==> src/rtl/quantizer_pkg.sv <==
// Shared types and width helpers for the noise-shaped quantizer and its DEM consumers.
package quantizer_pkg;

    typedef enum logic {
        RND_TRUNC   = 1'b0,
        RND_NEAREST = 1'b1
    } round_mode_e;

    function automatic int step_f(input int in_w, input int out_w);
        return 1 << (in_w - out_w);
    endfunction

    function automatic int max_code_f(input int out_w);
        return (1 << out_w) - 1;
    endfunction

    function automatic int err_w_f(input int in_w, input int out_w);
        return in_w - out_w + 2;
    endfunction

endpackage

==> src/rtl/bin2therm.sv <==
// Combinational binary-to-thermometer encoder: bit i is set when code exceeds i.
module bin2therm #(
    parameter int CODE_W  = 3,
    parameter int THERM_W = (1 << CODE_W) - 1
) (
    input  logic [CODE_W-1:0]  code_i,
    output logic [THERM_W-1:0] therm_o
);

    for (genvar g = 0; g < THERM_W; g++) begin : g_therm
        assign therm_o[g] = (code_i > CODE_W'(g));
    end

endmodule

==> src/rtl/quantizer_ns.sv <==
// Uniform N-to-M bit quantizer with truncate/round modes, first-order error feedback,
// clamp detection with a sticky event counter, and a thermometer view of the code.
module quantizer_ns
    import quantizer_pkg::*;
#(
    parameter int INPUT_WIDTH   = 16,
    parameter int OUTPUT_WIDTH  = 3,
    parameter int SAT_CNT_WIDTH = 8
) (
    input  logic                                     clk_i,
    input  logic                                     rst_i,
    input  logic                                     valid_i,
    input  logic [INPUT_WIDTH-1:0]                   x_in_i,
    input  logic                                     round_en_i,
    input  logic                                     ns_en_i,
    input  logic                                     sat_clr_i,
    output logic                                     valid_o,
    output logic [OUTPUT_WIDTH-1:0]                  quantized_out_o,
    output logic [(1 << OUTPUT_WIDTH)-2:0]           therm_o,
    output logic signed [INPUT_WIDTH-OUTPUT_WIDTH+1:0] quant_error_o,
    output logic                                     sat_o,
    output logic [SAT_CNT_WIDTH-1:0]                 sat_cnt_o
);

    localparam int SHIFT    = INPUT_WIDTH - OUTPUT_WIDTH;
    localparam int SUM_W    = INPUT_WIDTH + 2;
    localparam int ERR_W    = err_w_f(INPUT_WIDTH, OUTPUT_WIDTH);
    localparam int MAX_CODE = max_code_f(OUTPUT_WIDTH);
    localparam logic signed [SUM_W-1:0] HALF_STEP = SUM_W'(step_f(INPUT_WIDTH, OUTPUT_WIDTH) / 2);
    localparam logic signed [SUM_W-1:0] MAX_Q     = SUM_W'(MAX_CODE);

    function automatic logic signed [SUM_W-1:0] apply_round(
        input logic signed [SUM_W-1:0] s,
        input round_mode_e             mode
    );
        return (mode == RND_NEAREST) ? s + HALF_STEP : s;
    endfunction

    function automatic logic is_sat(input logic signed [SUM_W-1:0] q);
        return q[SUM_W-1] || (q > MAX_Q);
    endfunction

    function automatic logic [OUTPUT_WIDTH-1:0] clamp_code(input logic signed [SUM_W-1:0] q);
        if (q[SUM_W-1])
            return '0;
        else if (q > MAX_Q)
            return '1;
        else
            return q[OUTPUT_WIDTH-1:0];
    endfunction

    logic signed [ERR_W-1:0]        err_q;
    logic signed [SUM_W-1:0]        err_ext;
    logic signed [SUM_W-1:0]        sum_p0;
    logic signed [SUM_W-1:0]        t_p0;
    logic signed [SUM_W-1:0]        q_p0;
    logic signed [SUM_W-1:0]        code_scaled_p0;
    logic [OUTPUT_WIDTH-1:0]        code_p0;
    logic signed [ERR_W-1:0]        err_p0;
    logic                           sat_p0;

    logic                           vld_p1;
    logic [OUTPUT_WIDTH-1:0]        code_p1;
    logic signed [ERR_W-1:0]        err_p1;
    logic                           sat_p1;
    logic [SAT_CNT_WIDTH-1:0]       sat_cnt_p1;

    // p0: combinational datapath on the incoming sample
    assign err_ext        = {{(SUM_W - ERR_W){err_q[ERR_W-1]}}, err_q};
    assign sum_p0         = $signed({2'b00, x_in_i}) + (ns_en_i ? err_ext : '0);
    assign t_p0           = apply_round(sum_p0, round_mode_e'(round_en_i));
    assign q_p0           = t_p0 >>> SHIFT;
    assign sat_p0         = is_sat(q_p0);
    assign code_p0        = clamp_code(q_p0);
    assign code_scaled_p0 = $signed(SUM_W'({code_p0, {SHIFT{1'b0}}}));
    // The true error always fits ERR_W, so dropping the top bits of the difference is exact.
    assign err_p0         = ERR_W'(sum_p0 - code_scaled_p0);

    // p1: output registers, feedback state and clamp counter
    always_ff @(posedge clk_i) begin
        if (rst_i) begin
            vld_p1     <= 1'b0;
            code_p1    <= '0;
            err_p1     <= '0;
            sat_p1     <= 1'b0;
            err_q      <= '0;
            sat_cnt_p1 <= '0;
        end else begin
            vld_p1 <= valid_i;
            if (valid_i) begin
                code_p1 <= code_p0;
                err_p1  <= err_p0;
                sat_p1  <= sat_p0;
                // Anti-windup: a clamped sample must not feed its large error forward.
                err_q   <= sat_p0 ? '0 : err_p0;
            end
            if (sat_clr_i)
                sat_cnt_p1 <= '0;
            else if (valid_i && sat_p0 && !(&sat_cnt_p1))
                sat_cnt_p1 <= sat_cnt_p1 + 1'b1;
        end
    end

    assign valid_o         = vld_p1;
    assign quantized_out_o = code_p1;
    assign quant_error_o   = err_p1;
    assign sat_o           = sat_p1;
    assign sat_cnt_o       = sat_cnt_p1;

    bin2therm #(
        .CODE_W (OUTPUT_WIDTH)
    ) u_bin2therm (
        .code_i  (code_p1),
        .therm_o (therm_o)
    );

endmodule

==> config.mk <==
export PLATFORM = sky130hd
export DESIGN_NAME = quantizer_ns
export DESIGN_NICKNAME = d
export VERILOG_FILES = /design/src/rtl/quantizer_pkg.sv /design/src/rtl/bin2therm.sv /design/src/rtl/quantizer_ns.sv
export SDC_FILE = /design/constraint.sdc
export NUM_CORES = 1
export LEC_CHECK = 0
export CAP_MARGIN = 10
export CORE_MARGIN = 2
export CORE_UTILIZATION = 30
export DETAILED_ROUTE_END_ITERATION = 12
export DONT_BUFFER_PORTS = 1
export GPL_ROUTABILITY_DRIVEN = 0
export SLEW_MARGIN = 20
export SYNTH_ARGS = -nofsm -noshare
export SYNTH_HDL_FRONTEND = slang
export SYNTH_SLANG_ARGS = --single-unit
==> constraint.sdc <==
create_clock -name clk_i -period 4.9 [get_ports clk_i]
set_input_delay 0.735 -clock clk_i [delete_from_list [all_inputs] [get_ports clk_i]]
set_output_delay 0.735 -clock clk_i [all_outputs]
set_load 0.005 [all_outputs]
==> out/metrics.sh <==
ANTENNA-DIODE-COUNT=0
SYNTHDOMINANTAREACELLTYPE='dfxtp_1'
IO-PIN-COUNT=57
FINALWIRELENGTH_MM=7.11
ROUTE.VIAS.TOTAL=2504
HOLD_PATH_CLASS='reg -> reg'
MIN_PERIOD_NS=4.17
ROUTE.DETAILED.DRC=0
CLOCK_INSERTION_DELAY_WORST_SKEW_NS=0.30
CTS_MAX_LEVEL=2
TRITONCTS='built'
FINALNETCOUNT=382
INITIAL_ANTENNA_VIOLATION_COUNT=0
CTS.ROOT.BUFFER_CELL='clkbuf_8'
SYNTH.MOST_COMMON_CELL='dfxtp_1'
VIAS_PER_CELL=5.29
CLOCK_SINKS=43
DIE_X_UM=104
DOMINANTREGCELLSYNTH='dfxtp_1'
DRTANTENNAVIOLNETS=0
DESIGN.CORE.AREA_UM2=9730
SYN_AREA_PER_CELL_UM2=8.63
FIN_CRIT_SH_PCT=85.1
CP_DATA_REQUIRED_TIME_NS=5.14
GLOBAL_ROUTE.USAGE.TOTAL_PCT=13.5
SYNTH.TOP_CELLS.BY_AREA='dfxtp_1 (29%), ha_1 (8.4%), and2_1 (4.6%), a21oi_1 (4.4%), mux2i_1 (3.4%)'
CP_TOP_FAMILY='compound AO/OA/AOI/OAI gates'
GRT_REMAINING_OVERFLOW=0
YS_FF_LATCH=43
CLOCK.FMAX_MHz=240
CRITPATHARRIVALTIME_NS=4.41
MAX_SLEW.WORST_PIN.SLEW_NS=0.900
SETUP_VIOL=0
HOLD_BUFFERS=0
CTS_MAX_PATH_BUFFERS=2
FILL_CELLS=1047
NUMCTSBUFFERS=5
WORST_PATH_LARGEST_CELL_DELAY_NS=0.46
CRITICAL_PATH_PEAK_FANOUT=15
POSTCTSRESIZEDCELLS=0
NUMPORTBUFFERS=0
DRIVE_ABOVE_1_SHARE_PCT=10.6
FP-ROW-COUNT=36
SYNTH-ASYNC-RESET-RATIO_PCT=0
MAX_CAP_VIOLATIONS=0
SYN-NUM-NETS=389
TIMING.CLOCK.SKEW_NS=0.0138
SYNTH.CELL_AREA_UM2=2990
FIN_SETUP_TNS_NS=0
WORST_SETUP_PATH_END_KIND='flop'
FIRST_GLOBAL_VIAS=2421
SYNTHDISTINCTLIBCELLS=64
CTS_POST_SETUP_BUFFERS_INSERTED=0
NETLIST_INSTANCES=346
WORST_PATH_BUFS_INVS=1
COUNT_OF_SYNTHESIS_STAGE_WARNINGS_FROM_YOSYS=0
SYNTH.YOSYS.SEQ_AREA_SHARE_PCT=28.8
PWR_DENS_nW_PER_UM2=345
STATUS='finished clean'
AREA_DELTA_SYNTH_FINAL_PCT=6.62
GRT_SETUP_UNREPAIRED='false'
PATH_CLK_SLEW_NS=0.09
WL_PER_CELL_UM=15.0
DRC_MARKER_COUNT_FROM_THE_FIRST_DETAILED_ROUTE_ITERATION=117
WORST_SETUP_PATH_START_KIND='primary input'
DRT_FIRST_PASS_ITERS=4
START_UTIL_PCT=30.7
GRT_MAX_DEGREE=29
HEADROOM_TO_THE_MAX_SLEW_LIMIT_PCT=40.0
DIE_SPAN_Y_UM=104
SYNTHTOPCELLSBYCOUNT='dfxtp_1 (43), a21oi_1 (26), nand2_1 (26)'
CRIT_PATH_CELL_TRACE='and2_1 -> ha_1 -> fa_1 -> a211oi_2 -> o211ai_1 -> a21oi_1 -> xnor2_2 -> ha_1 -> and2_1 -> nand3_4 -> or3b_4 -> a2bb2oi_2 -> buf_4 -> o21ai_0 -> a21oi_1'
GRT_PASS1_WL_MM=12.1
PEAKVDDDROP_mV=0.137
CRITPATHKIND='in -> reg'
SYNTH_TOP_CELL_AREA_SHARE_PCT=28.8
CELLLEAKAGEPOWER_nW=1.31
DIE_AREA_UM2=10800
CRIT_SLOWEST_CELL='a2bb2oi_2'
DP.FINAL_HPWL_MM=5.53
MAXSLEWVIOLCOUNT=0
TIMING_HOLD_VIOLATIONS_FINAL=0
LAYOUT.CORE_UTILIZATION_PCT=32.7
SYNTH_EDF_COUNT=0
-- tightest hold or removal path: cells and delay by family (launching register included) --
| kind | cells | cell delay (ns) |
|---|---|---|
| AND/OR/NAND/NOR | 1 | 0.05 |
| flip-flops | 1 | 0.31 |
| AO/OA/AOI/OAI | 1 | 0.05 |
-- cell type report --
cell class              instances  area (µm²)  area share (%)
well taps                     133         166            5.23
flip-flops and latches         43         861            27.0
repair buffers                  1        7.51           0.236
clock buffers                   5        68.8            2.16
clock inverters                 3        43.8            1.38
multi-input cells             280        2010            63.0
inverters                       8        30.0           0.943
-- flip-flops by register name (all words and copies together), names as in the netlist --
name             count
quant_error_o       15
quantized_out_o      3
sat_o                1
sat_cnt_o            8
err_q               15
valid_o              1
-- per-layer routing --
metal | part of all wire [%] | up-vias | GRT usage, %
met5 | 0 | - | 0
met1 | 48 | 1177 | 17.6
met3 | 4.7 | 8 | 3.02
met2 | 45 | 53 | 21.9
li1 | - | 1266 | -
met4 | 1.9 | 0 | 4.73
-- path summary, 6_finish.rpt --
path              startpoint            to  slack, ns  cells past startpoint
hold / removal      err_q[9]      err_q[9]       0.45                      2
hold reg to reg     err_q[9]      err_q[9]       0.45                      2
setup / recovery     ns_en_i  sat_cnt_o[7]       0.73                     15
setup reg to reg    err_q[0]  sat_cnt_o[7]       0.85                     15
-- placed cells by master (no fill, tap or decap), types with 4 or more instances in the layout --
cell type | synthesis | routed
a32o_1 | 4 | 4
or2_2 | 4 | 4
nor2_1 | 21 | 20
a21o_1 | 8 | 8
or3_1 | 9 | 9
dfxtp_1 | 43 | 43
o211ai_1 | 5 | 5
nand3_1 | 5 | 5
and3_1 | 7 | 7
inv_1 | 7 | 7
ha_1 | 20 | 20
a21oi_1 | 26 | 26
a22o_1 | 10 | 10
xnor2_1 | 10 | 10
nand3_2 | 4 | 4
mux2i_1 | 10 | 10
and2_1 | 22 | 22
o21ai_0 | 13 | 13
xor2_1 | 5 | 5
a21oi_2 | 6 | 6
nand2b_1 | 5 | 5
a211oi_1 | 6 | 6
clkbuf_8 | 0 | 5
nand4_1 | 9 | 9
nand2_1 | 26 | 26
-- power by group --
group          total (mW)  switching, mW  leakage (nW)  internal, mW
clock network       0.279          0.127        0.0581         0.152
logic               0.392          0.224         0.899         0.168
registers           0.428         0.0339         0.353         0.394
-- cells by family (layout without fill, tap and decap cells) --
family          count (synthesis)  after routing  synth area share (%)
buf+inv                        23             17                  4.06
flops                          43             43                  28.8
simple gates                  129            129                  24.6
mux                            11             11                  3.73
compound gates                102            102                  24.2
xor+xnor                       17             17                  5.49
fa+ha+maj                      21             21                  9.05
-- through the flow --
step | hold slack (ns) | std cells | area, µm² | power (mW) | setup WS, ns
4_1_cts | 0.452 | 473 | 3180 | 1.11 | 0.758
3_5_place_dp | 0.440 | 465 | 3070 | 0.827 | 0.427
2_1_floorplan | 0.422 | 346 | 2990 | 0.769 | 0.953
5_1_grt | 0.461 | 473 | 3180 | 1.18 | 0.415
3_3_place_gp | 0.434 | 465 | 3070 | 0.819 | 0.580
6_report | 0.447 | 473 | 3180 | 1.10 | 0.728
No activity file was read; power rests on OpenSTA's default activity.
